===== src/rtl/rs_slot_array_if.sv =====
// -----------------------------------------------------------------------------
// rs_slot_array_if
// Dispatch handshake bundle between the rename/dispatch stage (master) and the
// reservation-station slot array (slave).
//   disp_valid      master -> slave : an entry is offered this cycle
//   disp_ready      slave  -> master: at least one slot is free
//   disp_tag/op     master -> slave : entry age tag and opcode
//   disp_srcN_*     master -> slave : per-operand ready flag, value, producer tag
// -----------------------------------------------------------------------------
interface rs_slot_array_if #(
    parameter int TAG_WIDTH  = 8,
    parameter int DATA_WIDTH = 32,
    parameter int OP_WIDTH   = 4
);
    logic                  disp_valid;
    logic                  disp_ready;
    logic [TAG_WIDTH-1:0]  disp_tag;
    logic [OP_WIDTH-1:0]   disp_op;
    logic                  disp_src1_rdy;
    logic [DATA_WIDTH-1:0] disp_src1_val;
    logic [TAG_WIDTH-1:0]  disp_src1_tag;
    logic                  disp_src2_rdy;
    logic [DATA_WIDTH-1:0] disp_src2_val;
    logic [TAG_WIDTH-1:0]  disp_src2_tag;

    modport master (
        output disp_valid, disp_tag, disp_op,
               disp_src1_rdy, disp_src1_val, disp_src1_tag,
               disp_src2_rdy, disp_src2_val, disp_src2_tag,
        input  disp_ready
    );

    modport slave (
        input  disp_valid, disp_tag, disp_op,
               disp_src1_rdy, disp_src1_val, disp_src1_tag,
               disp_src2_rdy, disp_src2_val, disp_src2_tag,
        output disp_ready
    );
endinterface


===== src/rtl/rs_slot_array.sv =====
// -----------------------------------------------------------------------------
// rs_slot_array
// Reservation-station entry storage: allocates incoming dispatches into the
// lowest free slot, wakes operands from the result broadcast bus (CDB), exposes
// per-slot ready/age information to an external issue selector and frees the
// slot it grants.
//
// Ports
//   clk, rst_n        clock, asynchronous active-low reset
//   disp_if (slave)   dispatch handshake and entry payload
//   cdb_*_i           result broadcast (valid, producer tag, data)
//   iss_valid_i/slot  issue grant from the FU selector
//   flush_i           invalidate every entry
//   rv_ready_o        per-slot ready-to-issue
//   rv_out_tag_o      per-slot age tag, slot i at [i*TAG_WIDTH +: TAG_WIDTH]
//   iss_*_o           contents of slot iss_slot_i (combinational read)
//   occupancy_o       number of valid entries
//   err_issue_o       sticky bad-issue flag (only with RS_ISSUE_CHECK_EN)
//
// Optional feature macro: RS_ISSUE_CHECK_EN -- when defined, an issue grant to
// a slot that is not ready is ignored and raises err_issue_o.
// -----------------------------------------------------------------------------
module rs_slot_array #(
    parameter int NUM_SLOTS  = 8,
    parameter int TAG_WIDTH  = 8,
    parameter int DATA_WIDTH = 32,
    parameter int OP_WIDTH   = 4
) (
    input  logic                           clk,
    input  logic                           rst_n,
    rs_slot_array_if.slave                 disp_if,
    input  logic                           cdb_valid_i,
    input  logic [TAG_WIDTH-1:0]           cdb_tag_i,
    input  logic [DATA_WIDTH-1:0]          cdb_data_i,
    input  logic                           iss_valid_i,
    input  logic [$clog2(NUM_SLOTS)-1:0]   iss_slot_i,
    input  logic                           flush_i,
    output logic [NUM_SLOTS-1:0]           rv_ready_o,
    output logic [NUM_SLOTS*TAG_WIDTH-1:0] rv_out_tag_o,
    output logic [OP_WIDTH-1:0]            iss_op_o,
    output logic [DATA_WIDTH-1:0]          iss_src1_o,
    output logic [DATA_WIDTH-1:0]          iss_src2_o,
    output logic [TAG_WIDTH-1:0]           iss_tag_o,
    output logic [$clog2(NUM_SLOTS):0]     occupancy_o
`ifdef RS_ISSUE_CHECK_EN
    ,
    output logic                           err_issue_o
`endif
);
    localparam int SLOT_W = $clog2(NUM_SLOTS);
    localparam int OCC_W  = SLOT_W + 1;

    // Index of the lowest clear bit; only meaningful when some bit is clear.
    function automatic logic [SLOT_W-1:0] find_free(input logic [NUM_SLOTS-1:0] v);
        logic [SLOT_W-1:0] idx;
        idx = '0;
        for (int i = NUM_SLOTS - 1; i >= 0; i--) begin
            if (!v[i]) begin
                idx = SLOT_W'(i);
            end else begin
                idx = idx;
            end
        end
        return idx;
    endfunction

    // Slot state
    logic [NUM_SLOTS-1:0]  valid_q, valid_d;
    logic [NUM_SLOTS-1:0]  src1_rdy_q, src1_rdy_d;
    logic [NUM_SLOTS-1:0]  src2_rdy_q, src2_rdy_d;
    logic [OP_WIDTH-1:0]   op_q [NUM_SLOTS];
    logic [OP_WIDTH-1:0]   op_d [NUM_SLOTS];
    logic [TAG_WIDTH-1:0]  tag_q [NUM_SLOTS];
    logic [TAG_WIDTH-1:0]  tag_d [NUM_SLOTS];
    logic [TAG_WIDTH-1:0]  src1_tag_q [NUM_SLOTS];
    logic [TAG_WIDTH-1:0]  src1_tag_d [NUM_SLOTS];
    logic [TAG_WIDTH-1:0]  src2_tag_q [NUM_SLOTS];
    logic [TAG_WIDTH-1:0]  src2_tag_d [NUM_SLOTS];
    logic [DATA_WIDTH-1:0] src1_val_q [NUM_SLOTS];
    logic [DATA_WIDTH-1:0] src1_val_d [NUM_SLOTS];
    logic [DATA_WIDTH-1:0] src2_val_q [NUM_SLOTS];
    logic [DATA_WIDTH-1:0] src2_val_d [NUM_SLOTS];
    logic [OCC_W-1:0]      occ_q, occ_d;

    logic                  disp_ready_s;
    logic                  disp_fire_s;
    logic                  iss_fire_s;
    logic                  cdb_hit_s;
    logic [SLOT_W-1:0]     alloc_slot_s;
    logic [NUM_SLOTS-1:0]  rv_ready_s;

    // Ready/allocation decisions look only at registered state, so a slot freed
    // by issue this cycle cannot be reallocated until the next cycle.
    assign rv_ready_s         = valid_q & src1_rdy_q & src2_rdy_q;
    assign rv_ready_o         = rv_ready_s;
    assign disp_ready_s       = ~(&valid_q);
    assign disp_if.disp_ready = disp_ready_s;
    assign disp_fire_s        = disp_if.disp_valid && disp_ready_s;
    assign alloc_slot_s       = find_free(valid_q);
    // Tag 0 never names a producer, so a broadcast with tag 0 wakes nothing.
    assign cdb_hit_s          = cdb_valid_i && (cdb_tag_i != {TAG_WIDTH{1'b0}});
    assign occupancy_o        = occ_q;

    assign iss_op_o   = op_q[iss_slot_i];
    assign iss_src1_o = src1_val_q[iss_slot_i];
    assign iss_src2_o = src2_val_q[iss_slot_i];
    assign iss_tag_o  = tag_q[iss_slot_i];

`ifdef RS_ISSUE_CHECK_EN
    logic err_issue_q, err_issue_d;
    logic iss_bad_s;

    assign iss_fire_s  = iss_valid_i && rv_ready_s[iss_slot_i];
    assign iss_bad_s   = iss_valid_i && !rv_ready_s[iss_slot_i];
    assign err_issue_o = err_issue_q;

    // Sticky bad-issue flag next state.
    always_comb begin
        err_issue_d = err_issue_q | iss_bad_s;
    end

    // Sticky bad-issue flag register; only reset clears it.
    always_ff @(posedge clk or negedge rst_n) begin
        if (!rst_n) begin
            err_issue_q <= 1'b0;
        end else begin
            err_issue_q <= err_issue_d;
        end
    end
`else
    // Freeing an already-empty slot is a no-op, so gate on valid to keep the
    // occupancy count consistent with the valid bits.
    assign iss_fire_s = iss_valid_i && valid_q[iss_slot_i];
`endif

    // Per-slot age tags, including the stale tag of invalid slots.
    always_comb begin
        rv_out_tag_o = '0;
        for (int i = 0; i < NUM_SLOTS; i++) begin
            rv_out_tag_o[i*TAG_WIDTH +: TAG_WIDTH] = tag_q[i];
        end
    end

    // Next-state: flush overrides everything; otherwise wakeup, issue and
    // dispatch are applied together (they can never target the same slot).
    always_comb begin
        valid_d    = valid_q;
        src1_rdy_d = src1_rdy_q;
        src2_rdy_d = src2_rdy_q;
        op_d       = op_q;
        tag_d      = tag_q;
        src1_tag_d = src1_tag_q;
        src2_tag_d = src2_tag_q;
        src1_val_d = src1_val_q;
        src2_val_d = src2_val_q;
        occ_d      = occ_q;

        if (flush_i) begin
            valid_d = '0;
            occ_d   = '0;
        end else begin
            for (int i = 0; i < NUM_SLOTS; i++) begin
                if (valid_q[i] && cdb_hit_s && !src1_rdy_q[i] && (src1_tag_q[i] == cdb_tag_i)) begin
                    src1_rdy_d[i] = 1'b1;
                    src1_val_d[i] = cdb_data_i;
                end else begin
                    src1_val_d[i] = src1_val_q[i];
                end
                if (valid_q[i] && cdb_hit_s && !src2_rdy_q[i] && (src2_tag_q[i] == cdb_tag_i)) begin
                    src2_rdy_d[i] = 1'b1;
                    src2_val_d[i] = cdb_data_i;
                end else begin
                    src2_val_d[i] = src2_val_q[i];
                end
            end

            if (iss_fire_s) begin
                valid_d[iss_slot_i] = 1'b0;
            end else begin
                valid_d[iss_slot_i] = valid_q[iss_slot_i];
            end

            if (disp_fire_s) begin
                valid_d[alloc_slot_s]    = 1'b1;
                op_d[alloc_slot_s]       = disp_if.disp_op;
                tag_d[alloc_slot_s]      = disp_if.disp_tag;
                src1_tag_d[alloc_slot_s] = disp_if.disp_src1_tag;
                src2_tag_d[alloc_slot_s] = disp_if.disp_src2_tag;
                // Same-cycle bypass: the producer is broadcasting right now.
                if (!disp_if.disp_src1_rdy && cdb_hit_s && (disp_if.disp_src1_tag == cdb_tag_i)) begin
                    src1_rdy_d[alloc_slot_s] = 1'b1;
                    src1_val_d[alloc_slot_s] = cdb_data_i;
                end else begin
                    src1_rdy_d[alloc_slot_s] = disp_if.disp_src1_rdy;
                    src1_val_d[alloc_slot_s] = disp_if.disp_src1_val;
                end
                if (!disp_if.disp_src2_rdy && cdb_hit_s && (disp_if.disp_src2_tag == cdb_tag_i)) begin
                    src2_rdy_d[alloc_slot_s] = 1'b1;
                    src2_val_d[alloc_slot_s] = cdb_data_i;
                end else begin
                    src2_rdy_d[alloc_slot_s] = disp_if.disp_src2_rdy;
                    src2_val_d[alloc_slot_s] = disp_if.disp_src2_val;
                end
            end else begin
                valid_d[alloc_slot_s] = valid_d[alloc_slot_s];
            end

            case ({disp_fire_s, iss_fire_s})
                2'b10:   occ_d = occ_q + OCC_W'(1);
                2'b01:   occ_d = occ_q - OCC_W'(1);
                default: occ_d = occ_q;
            endcase
        end
    end

    // Slot state and occupancy registers.
    always_ff @(posedge clk or negedge rst_n) begin
        if (!rst_n) begin
            valid_q    <= '0;
            src1_rdy_q <= '0;
            src2_rdy_q <= '0;
            occ_q      <= '0;
            for (int i = 0; i < NUM_SLOTS; i++) begin
                op_q[i]       <= '0;
                tag_q[i]      <= '0;
                src1_tag_q[i] <= '0;
                src2_tag_q[i] <= '0;
                src1_val_q[i] <= '0;
                src2_val_q[i] <= '0;
            end
        end else begin
            valid_q    <= valid_d;
            src1_rdy_q <= src1_rdy_d;
            src2_rdy_q <= src2_rdy_d;
            occ_q      <= occ_d;
            op_q       <= op_d;
            tag_q      <= tag_d;
            src1_tag_q <= src1_tag_d;
            src2_tag_q <= src2_tag_d;
            src1_val_q <= src1_val_d;
            src2_val_q <= src2_val_d;
        end
    end
endmodule

===== src/flat_wrapper.sv =====
// flat-port wrapper written by rule: the top's interface ports become plain ports
module rs_slot_array_flat 
#(
    parameter int NUM_SLOTS  = 8,
    parameter int TAG_WIDTH  = 8,
    parameter int DATA_WIDTH = 32,
    parameter int OP_WIDTH   = 4
)
  (clk, rst_n, cdb_valid_i, cdb_tag_i, cdb_data_i, iss_valid_i, iss_slot_i, flush_i, rv_ready_o, rv_out_tag_o, iss_op_o, iss_src1_o, iss_src2_o, iss_tag_o, occupancy_o, disp_if_disp_valid, disp_if_disp_tag, disp_if_disp_op, disp_if_disp_src1_rdy, disp_if_disp_src1_val, disp_if_disp_src1_tag, disp_if_disp_src2_rdy, disp_if_disp_src2_val, disp_if_disp_src2_tag, disp_if_disp_ready);
  rs_slot_array_if #(.TAG_WIDTH(TAG_WIDTH), .DATA_WIDTH(DATA_WIDTH), .OP_WIDTH(OP_WIDTH)) disp_if_i ();
  input  logic clk;
  input  logic rst_n;
  input  logic cdb_valid_i;
  input  logic [TAG_WIDTH-1:0] cdb_tag_i;
  input  logic [DATA_WIDTH-1:0] cdb_data_i;
  input  logic iss_valid_i;
  input  logic [$clog2(NUM_SLOTS)-1:0] iss_slot_i;
  input  logic flush_i;
  output logic [NUM_SLOTS-1:0] rv_ready_o;
  output logic [NUM_SLOTS*TAG_WIDTH-1:0] rv_out_tag_o;
  output logic [OP_WIDTH-1:0] iss_op_o;
  output logic [DATA_WIDTH-1:0] iss_src1_o;
  output logic [DATA_WIDTH-1:0] iss_src2_o;
  output logic [TAG_WIDTH-1:0] iss_tag_o;
  output logic [$clog2(NUM_SLOTS):0] occupancy_o;
  input wire logic [$bits(disp_if_i.disp_valid)-1:0] disp_if_disp_valid;
  input wire logic [$bits(disp_if_i.disp_tag)-1:0] disp_if_disp_tag;
  input wire logic [$bits(disp_if_i.disp_op)-1:0] disp_if_disp_op;
  input wire logic [$bits(disp_if_i.disp_src1_rdy)-1:0] disp_if_disp_src1_rdy;
  input wire logic [$bits(disp_if_i.disp_src1_val)-1:0] disp_if_disp_src1_val;
  input wire logic [$bits(disp_if_i.disp_src1_tag)-1:0] disp_if_disp_src1_tag;
  input wire logic [$bits(disp_if_i.disp_src2_rdy)-1:0] disp_if_disp_src2_rdy;
  input wire logic [$bits(disp_if_i.disp_src2_val)-1:0] disp_if_disp_src2_val;
  input wire logic [$bits(disp_if_i.disp_src2_tag)-1:0] disp_if_disp_src2_tag;
  output wire logic [$bits(disp_if_i.disp_ready)-1:0] disp_if_disp_ready;
  assign disp_if_i.disp_valid = disp_if_disp_valid;
  assign disp_if_i.disp_tag = disp_if_disp_tag;
  assign disp_if_i.disp_op = disp_if_disp_op;
  assign disp_if_i.disp_src1_rdy = disp_if_disp_src1_rdy;
  assign disp_if_i.disp_src1_val = disp_if_disp_src1_val;
  assign disp_if_i.disp_src1_tag = disp_if_disp_src1_tag;
  assign disp_if_i.disp_src2_rdy = disp_if_disp_src2_rdy;
  assign disp_if_i.disp_src2_val = disp_if_disp_src2_val;
  assign disp_if_i.disp_src2_tag = disp_if_disp_src2_tag;
  assign disp_if_disp_ready = disp_if_i.disp_ready;
  rs_slot_array #(.NUM_SLOTS(NUM_SLOTS), .TAG_WIDTH(TAG_WIDTH), .DATA_WIDTH(DATA_WIDTH), .OP_WIDTH(OP_WIDTH)) u_core (.clk(clk), .rst_n(rst_n), .disp_if(disp_if_i), .cdb_valid_i(cdb_valid_i), .cdb_tag_i(cdb_tag_i), .cdb_data_i(cdb_data_i), .iss_valid_i(iss_valid_i), .iss_slot_i(iss_slot_i), .flush_i(flush_i), .rv_ready_o(rv_ready_o), .rv_out_tag_o(rv_out_tag_o), .iss_op_o(iss_op_o), .iss_src1_o(iss_src1_o), .iss_src2_o(iss_src2_o), .iss_tag_o(iss_tag_o), .occupancy_o(occupancy_o));
endmodule

===== config.mk =====
export PLATFORM = sky130hd
export DESIGN_NAME = rs_slot_array_flat
export DESIGN_NICKNAME = d
export VERILOG_FILES = /design/src/rtl/rs_slot_array_if.sv /design/src/rtl/rs_slot_array.sv /design/src/flat_wrapper.sv
export SDC_FILE = /design/constraint.sdc
export NUM_CORES = 2
export LEC_CHECK = 0
export CAP_MARGIN = 20
export CORE_ASPECT_RATIO = 2
export CORE_MARGIN = 8
export CORE_UTILIZATION = 53
export DETAILED_ROUTE_END_ITERATION = 16
export MAX_ROUTING_LAYER = met4
export PLACE_DENSITY = 0.84
export SKIP_LAST_GASP = 1
export SYNTH_ARGS = -nofsm -noshare
export SYNTH_HDL_FRONTEND = slang
export SYNTH_SLANG_ARGS = --single-unit

===== constraint.sdc =====
create_clock -name clk -period 2.8 [get_ports clk]
set_clock_uncertainty 0.05 [all_clocks]
set_input_delay 0.56 -clock clk [delete_from_list [all_inputs] [get_ports clk]]
set_output_delay 0.56 -clock clk [all_outputs]
set_load 0.01 [all_outputs]

---- Yosys cells after proc, flatten, opt, wreduce, memory -nomap -nowiden ----
Index checks and enable logic that the tools add are counted.
storage, ports and cells
  bits of input ports ..................... 143
  output and inout bits ................... 153
  bits in registers ....................... 764
operators by class
  reductions and logical operators ........ 72
  equality and inequality tests ........... 20
  $lt $le $gt $ge ......................... 7
  mux-type cells .......................... 124
  bitwise operators ....................... 11
  add/subtract/negate cells ............... 2
operators by type and width
  kind                  count
  $mux W32              37
  $bwmux W256           4
  $mux W256             4
  $bmux W32 S3          2
  $bwmux W64            3
  $eq A8 B8 Y1          18
  $demux W32 S3         1
  $mux W8               11
  $logic_and A1 B1 Y1   50
  $mux W1               36
  $bwmux W32            1
  $bwmux W8             4
  $and A8 B8 Y8         3
  $bmux W8 S3           1
  $demux W8 S3          1
  $mux W3               8
  $or A8 B8 Y8          3
  $logic_not A1 Y1      18
  $mux W4               4
  $bmux W4 S3           1
  $demux W4 S3          1
  $ge A4 B4 Y1 const B  2
  $lt A3 B4 Y1 const B  2
  $not A3 Y4            2
  15 further kinds      19

---- Logic depth before layout (Yosys ltp) ----
  word-level depth ........................ 16
  mapped depth ............................ 12
  mapped depth without buffers ............ 11

---- Least setup slack after synthesis ----
OpenSTA, ideal clock, no wires.
  kind .................................... input to register
  from .................................... in iss_slot_i[1]
  to ...................................... reg u_core.occ_q[3], in the netlist u_core.occupancy_o[3]
  data arrival time ....................... 2.701 ns
  stages on the path ...................... 11
  library setup time ...................... 0.132 ns
  slack ................................... -0.083 ns
  cells stage by stage .................... clkbuf_1 mux4_2 nand2b_1 a21oi_1 ha_1 a21o_1 a21oi_1 nand2_1 mux2i_1 xnor2_1 nor2_1
between the ends
  word-level cells in the longest chain between the ends .. 6
ends and longest elaborated chain
  item                                                 line                  source
  from (decl)                                          flat_wrapper.sv:17    input logic [$clog2(NUM_SLOTS)-1:0] iss_slot_i;
  $bmux W1 S3 (*)                                      rs_slot_array.sv:133  assign iss_fire_s = iss_valid_i && valid_q[iss_slot_i];
  $mux W1 (not written as such) (*)                    rs_slot_array.sv:133
  $logic_and A1 B1 Y1 (*)                              rs_slot_array.sv:133
  $eq A2 B1 Y1 / $eq A2 B2 Y1 (equally long branches)  rs_slot_array.sv:208  case ({disp_fire_s, iss_fire_s})
  $pmux W4 S2                                          rs_slot_array.sv:208
  $mux W4                                              rs_slot_array.sv:158  if (flush_i) begin
  to (signal assigned)                                 rs_slot_array.sv:222  occ_q <= '0;
  to (signal assigned)                                 rs_slot_array.sv:235  occ_q <= occ_d;
  to (decl)                                            rs_slot_array.sv:83   logic [OCC_W-1:0] occ_q, occ_d;
Every way passes the cells marked *; elsewhere a longest branch is shown, timed or not. The select of a mux whose other input is x is not followed.
A chain may end at the register's enable or synchronous reset.

---- Worst setup path after layout ----
  from .................................... in iss_slot_i[0]
  to ...................................... out iss_src2_o[20]
between the ends
  word-level cells in the longest chain between the ends .. 4
ends and longest elaborated chain
  item                                          line                  source
  $not A3 Y4 (not written as such)              rs_slot_array.sv:106  assign iss_src2_o = src2_val_q[iss_slot_i];
  $bmux W32 S3                                  rs_slot_array.sv:106
  $mux W32 (not written as such) (2 in series)  rs_slot_array.sv:106
  to (decl)                                     flat_wrapper.sv:23    output logic [DATA_WIDTH-1:0] iss_src2_o;
No other way between the ends. The select of a mux whose other input is x is not followed.

==> reports/results.tsv <==
stage	metric	value	unit
outcome	status	complete, but fails checks	
outcome	violations	negative setup slack	
floorplan	die_width	206	µm
drt	routed_wl	183000	µm
clocking	clkLatencyLatePin	0.68	ns
floorplan	ioPinCount	296	
grt	grt_pass1_wl	265000	µm
cells_and_area	fillCellCount	4933	
grt	grt_pass1_vias	41727	
cells_and_area	layout_common_cells	dfrtp_1, nor2_1, nand2_1	
drt	first_pass_iters	17	
min_path	whs_path_depth	2	
worst_setup_path	max_stage_delay	0.39	ns
power_and_ir_drop	p_total	0.0277	W
power_and_ir_drop	p_clk_share	34.1	%
worst_setup_path	worst_ep_required_time	2.19	ns
worst_setup_path	r2r_end	u_core.src2_val_q[17]	
synthesis	ys_seq_area_share	50.2	%
placement	place_ws	-0.711	ns
synthesis	syn_avg_cell_area	9.48	µm²
timing	worst_slew_pin_slew	1.05	ns
synthesis	synth_fp_nets	4163	
grt	grt_max_degree	75	
power_and_ir_drop	comb_power_share	18.2	%
worst_setup_path	crit_path_end_kind	output port	
worst_setup_path	r2r-start	u_core.valid_q[2]	
cells_and_area	seqCellArea	19100	µm²
timing	setup_viol	70	
timing	layout_setup_ws	-0.214	ns
worst_setup_path	worst_setup_path_start_kind	input pin	
cells_and_area	area_delta_synth_final	29.6	%
timing	fmax	332	MHz
worst_setup_path	crit_slowest_cell	nor3_4	
synthesis	yosys.area.top_type_share	50.2	%
grt	antenna_found_initial	19	
synthesis	synth_cell_types	81	
floorplan	start_util	53.3	%
clocking	cts.sinks	764	
synthesis	postSynthCellCount	4017	
cells_and_area	final_common_cell	dfrtp_1	
synthesis	synth_flop_cell	dfrtp_1	
power_and_ir_drop	p_leak	22.5	nW
synthesis	yosys.area.top_type	dfrtp_1	
clocking	clock_path_buffers	3	
power_and_ir_drop	p_per_area	562	nW/µm²
timing	grt_setup_unrepaired	true	
clocking	htreeDepth	3	
synthesis	synth-edff-count	0	
floorplan	dieArea	81200	µm²
grt	overflow	0	
synthesis	async_flop_share	100	%
synthesis	synth_area_leaders	dfrtp_1, nor2_1, a22oi_1	
power_and_ir_drop	p_switching	0.00831	W
timing	layout_min_cycle_time	3.01	ns
clocking	cts_tree	yes	
power_and_ir_drop	p_seq_share	47.6	%
drt	drc	0	
worst_setup_path	crit_end	iss_src2_o[20]	
timing	slew_violations	0	
drt	ant_nets	0	
drt	drtIter0Drc	7149	
worst_setup_path	crit_type	input pin to output port	
grt	track_usage	45.3	%
cells_and_area	nets	4733	
worst_setup_path	r2r_cells	11	
drt	num_vias	40855	
synthesis	synth_warnings	0	
synthesis	synth-seq-cells	764	
floorplan	die_h	395	µm
floorplan	num_rows	139	
clocking	cts.clk_slew.worst_paths	0.07	ns
worst_setup_path	cp_max_fo	11	
power_and_ir_drop	ir_drop	0.611	mV
worst_setup_path	ff2ff_setup_slack	0.03	ns
timing	max_slew_margin	29.6	%
timing	period_share	108	%
clocking	cts-root-buf	clkbuf_16	
cells_and_area	multi_input_area	17600	µm²
clocking	cts_buffers	68	
placement	post-dp-hpwl	115000	µm
worst_setup_path	cp.arrival	2.40	ns
power_and_ir_drop	switching_share	30.0	%
worst_setup_path	cpMostUsedCell	buf_12	
synthesis	netlist_area	38100	µm²
min_path	hp-class	input pin to register	
run	maxCapViolCount	0	
worst_setup_path	cp-startpoint	iss_slot_i[0]	
cells_and_area	drive_gt1_share	21.9	%
drt	vias_per_cell	7.33	
placement	gp_congestion	1.01	
drt	routedWlPerCell	32.8	µm
worst_setup_path	path_cells	buf_6 -> buf_12 -> buf_4 -> nor3_4 -> buf_12 -> buf_6 -> buf_12 -> a22oi_1 -> nand4_1 -> buf_2	
floorplan	core	71500	µm²
power_and_ir_drop	internal_power	0.0194	W
placement	io_buffers	295	
timing	finalHoldViolations	0	
-- routing by layer --
layer | global-route usage (%) | vias to the layer above | routed length, µm
met5 | - | - | 0
met4 | 38.8 | 0 | 21500
met3 | 18.4 | 1742 | 28000
met2 | 65.1 | 4333 | 78700
met1 | 47.8 | 19105 | 54400
li1 | - | 15675 | -
-- how the worst min path moves through the flow --
stage	startpoint	end	slack, ns
after floorplan	rst_n	u_core.occupancy_o[0]	0.21
after global placement	u_core.op_q[22]	u_core.op_q[22]	0.41
after detailed placement	u_core.op_q[24]	u_core.op_q[24]	0.42
after CTS	flush_i	u_core.valid_q[5]	0.1
after global routing	flush_i	u_core.valid_q[5]	0.09
final	flush_i	u_core.valid_q[5]	0.12
-- critical path, delay by kind of cell --
kind | cells | cell delay [ns]
AOI/OAI and AO/OA | 1 | 0.07
buffers and inverters | 7 | 1.10
and+or+nand+nor | 2 | 0.64
-- kinds of logic (layout without fill, tap and decap cells) --
family                   after synthesis  count (layout)  synth area share, %
XOR/XNOR                             149             149                 3.45
AND/OR/NAND/NOR                     1474            1474                 16.6
flip-flops                           764             764                 50.2
multiplexers                         179             179                 5.18
adder cells (fa/ha/maj)                3               3                0.118
buffers and inverters                416            1028                 4.92
AO/OA/AOI/OAI                       1032            1032                 19.6
other                                  0              25                    0
-- sequential cells by signal (all words and copies together), names as in the netlist --
| register | cells |
|---|---|
| u_core.src1_val_q | 256 |
| u_core.src2_val_q | 256 |
| u_core.rv_out_tag_o | 64 |
| u_core.src1_tag_q | 64 |
| u_core.src2_tag_q | 64 |
| u_core.op_q | 32 |
| u_core.src1_rdy_q | 8 |
| u_core.src2_rdy_q | 8 |
| u_core.valid_q | 8 |
| u_core.occupancy_o | 4 |
-- per-stage QoR --
| step | area [µm²] | TNS [ns] | utilization [%] | std cells | hold slack, ns |
|---|---|---|---|---|---|
| floorplan | 38100 | 0 | - | 4017 | 0.214 |
| global placement | 46300 | -265.81 | 64.8 | 5371 | 0.408 |
| detailed placement | 46300 | -313.29 | 64.8 | 5371 | 0.415 |
| CTS | 49000 | 0 | 68.6 | 5533 | 0.0968 |
| global route | 49300 | -5.50 | 69.0 | 5566 | 0.0939 |
| finish | 49400 | -5.35 | 69.0 | 5570 | 0.125 |
-- power by group through the flow --
stage / registers [W] / logic [W] / clock network (W)
final: 0.0132 / 0.00505 / 0.00947
after global routing: 0.0133 / 0.00535 / 0.00973
after CTS: 0.0131 / 0.00480 / 0.00934
after detailed placement: 0.0133 / 0.00474 / 0
after global placement: 0.0132 / 0.00457 / 0
after floorplan: 0.0130 / 0.00244 / 0
-- cell usage after synthesis (5+ instances only) --
cell type / n
buf_1: 21
dfrtp_1: 764
nor3_1: 86
a211oi_1: 89
nand2b_1: 14
and3_1: 14
nor2b_1: 8
inv_1: 47
o32ai_1: 23
nor4_1: 22
nor2_1: 651
a221o_1: 6
nand3_1: 44
o221a_2: 38
o21ai_0: 53
and2_1: 5
mux2_2: 130
buf_6: 15
o211a_1: 8
a2bb2oi_1: 5
a21oi_1: 118
a22oi_1: 323
a221oi_1: 83
a21oi_2: 5
o2bb2ai_1: 13
clkbuf_1: 221
nand4_1: 94
mux2i_1: 47
or4_1: 6
xnor2_1: 63
buf_4: 23
nor3b_1: 6
a21o_1: 13
o22ai_1: 200
xor2_1: 85
a31oi_1: 17
a32o_1: 6
nand2_1: 488
buf_2: 88
or2_2: 5
-- repair_timing --
action                                  in CTS  in global routing
pin swaps                                   38                 15
hold buffers                                 1                  0
resized for setup                          315                 50
endpoints found under the setup margin      83                326
endpoints found under the hold margin       38                  0
buffers inserted                            41                 16
cloned                                       8                  1
-- cell type report --
type / instances / share of cell area, %
Sequential cell: 764 / 38.7
Clock inverter: 16 / 0.304
Tap cell: 916 / 2.32
Antenna cell: 25 / 0.127
Timing Repair Buffer: 869 / 18.5
Clock buffer: 96 / 3.95
Multi-Input combinational cell: 2837 / 35.7
Inverter: 47 / 0.357
(Power assumes the default switching activity.)
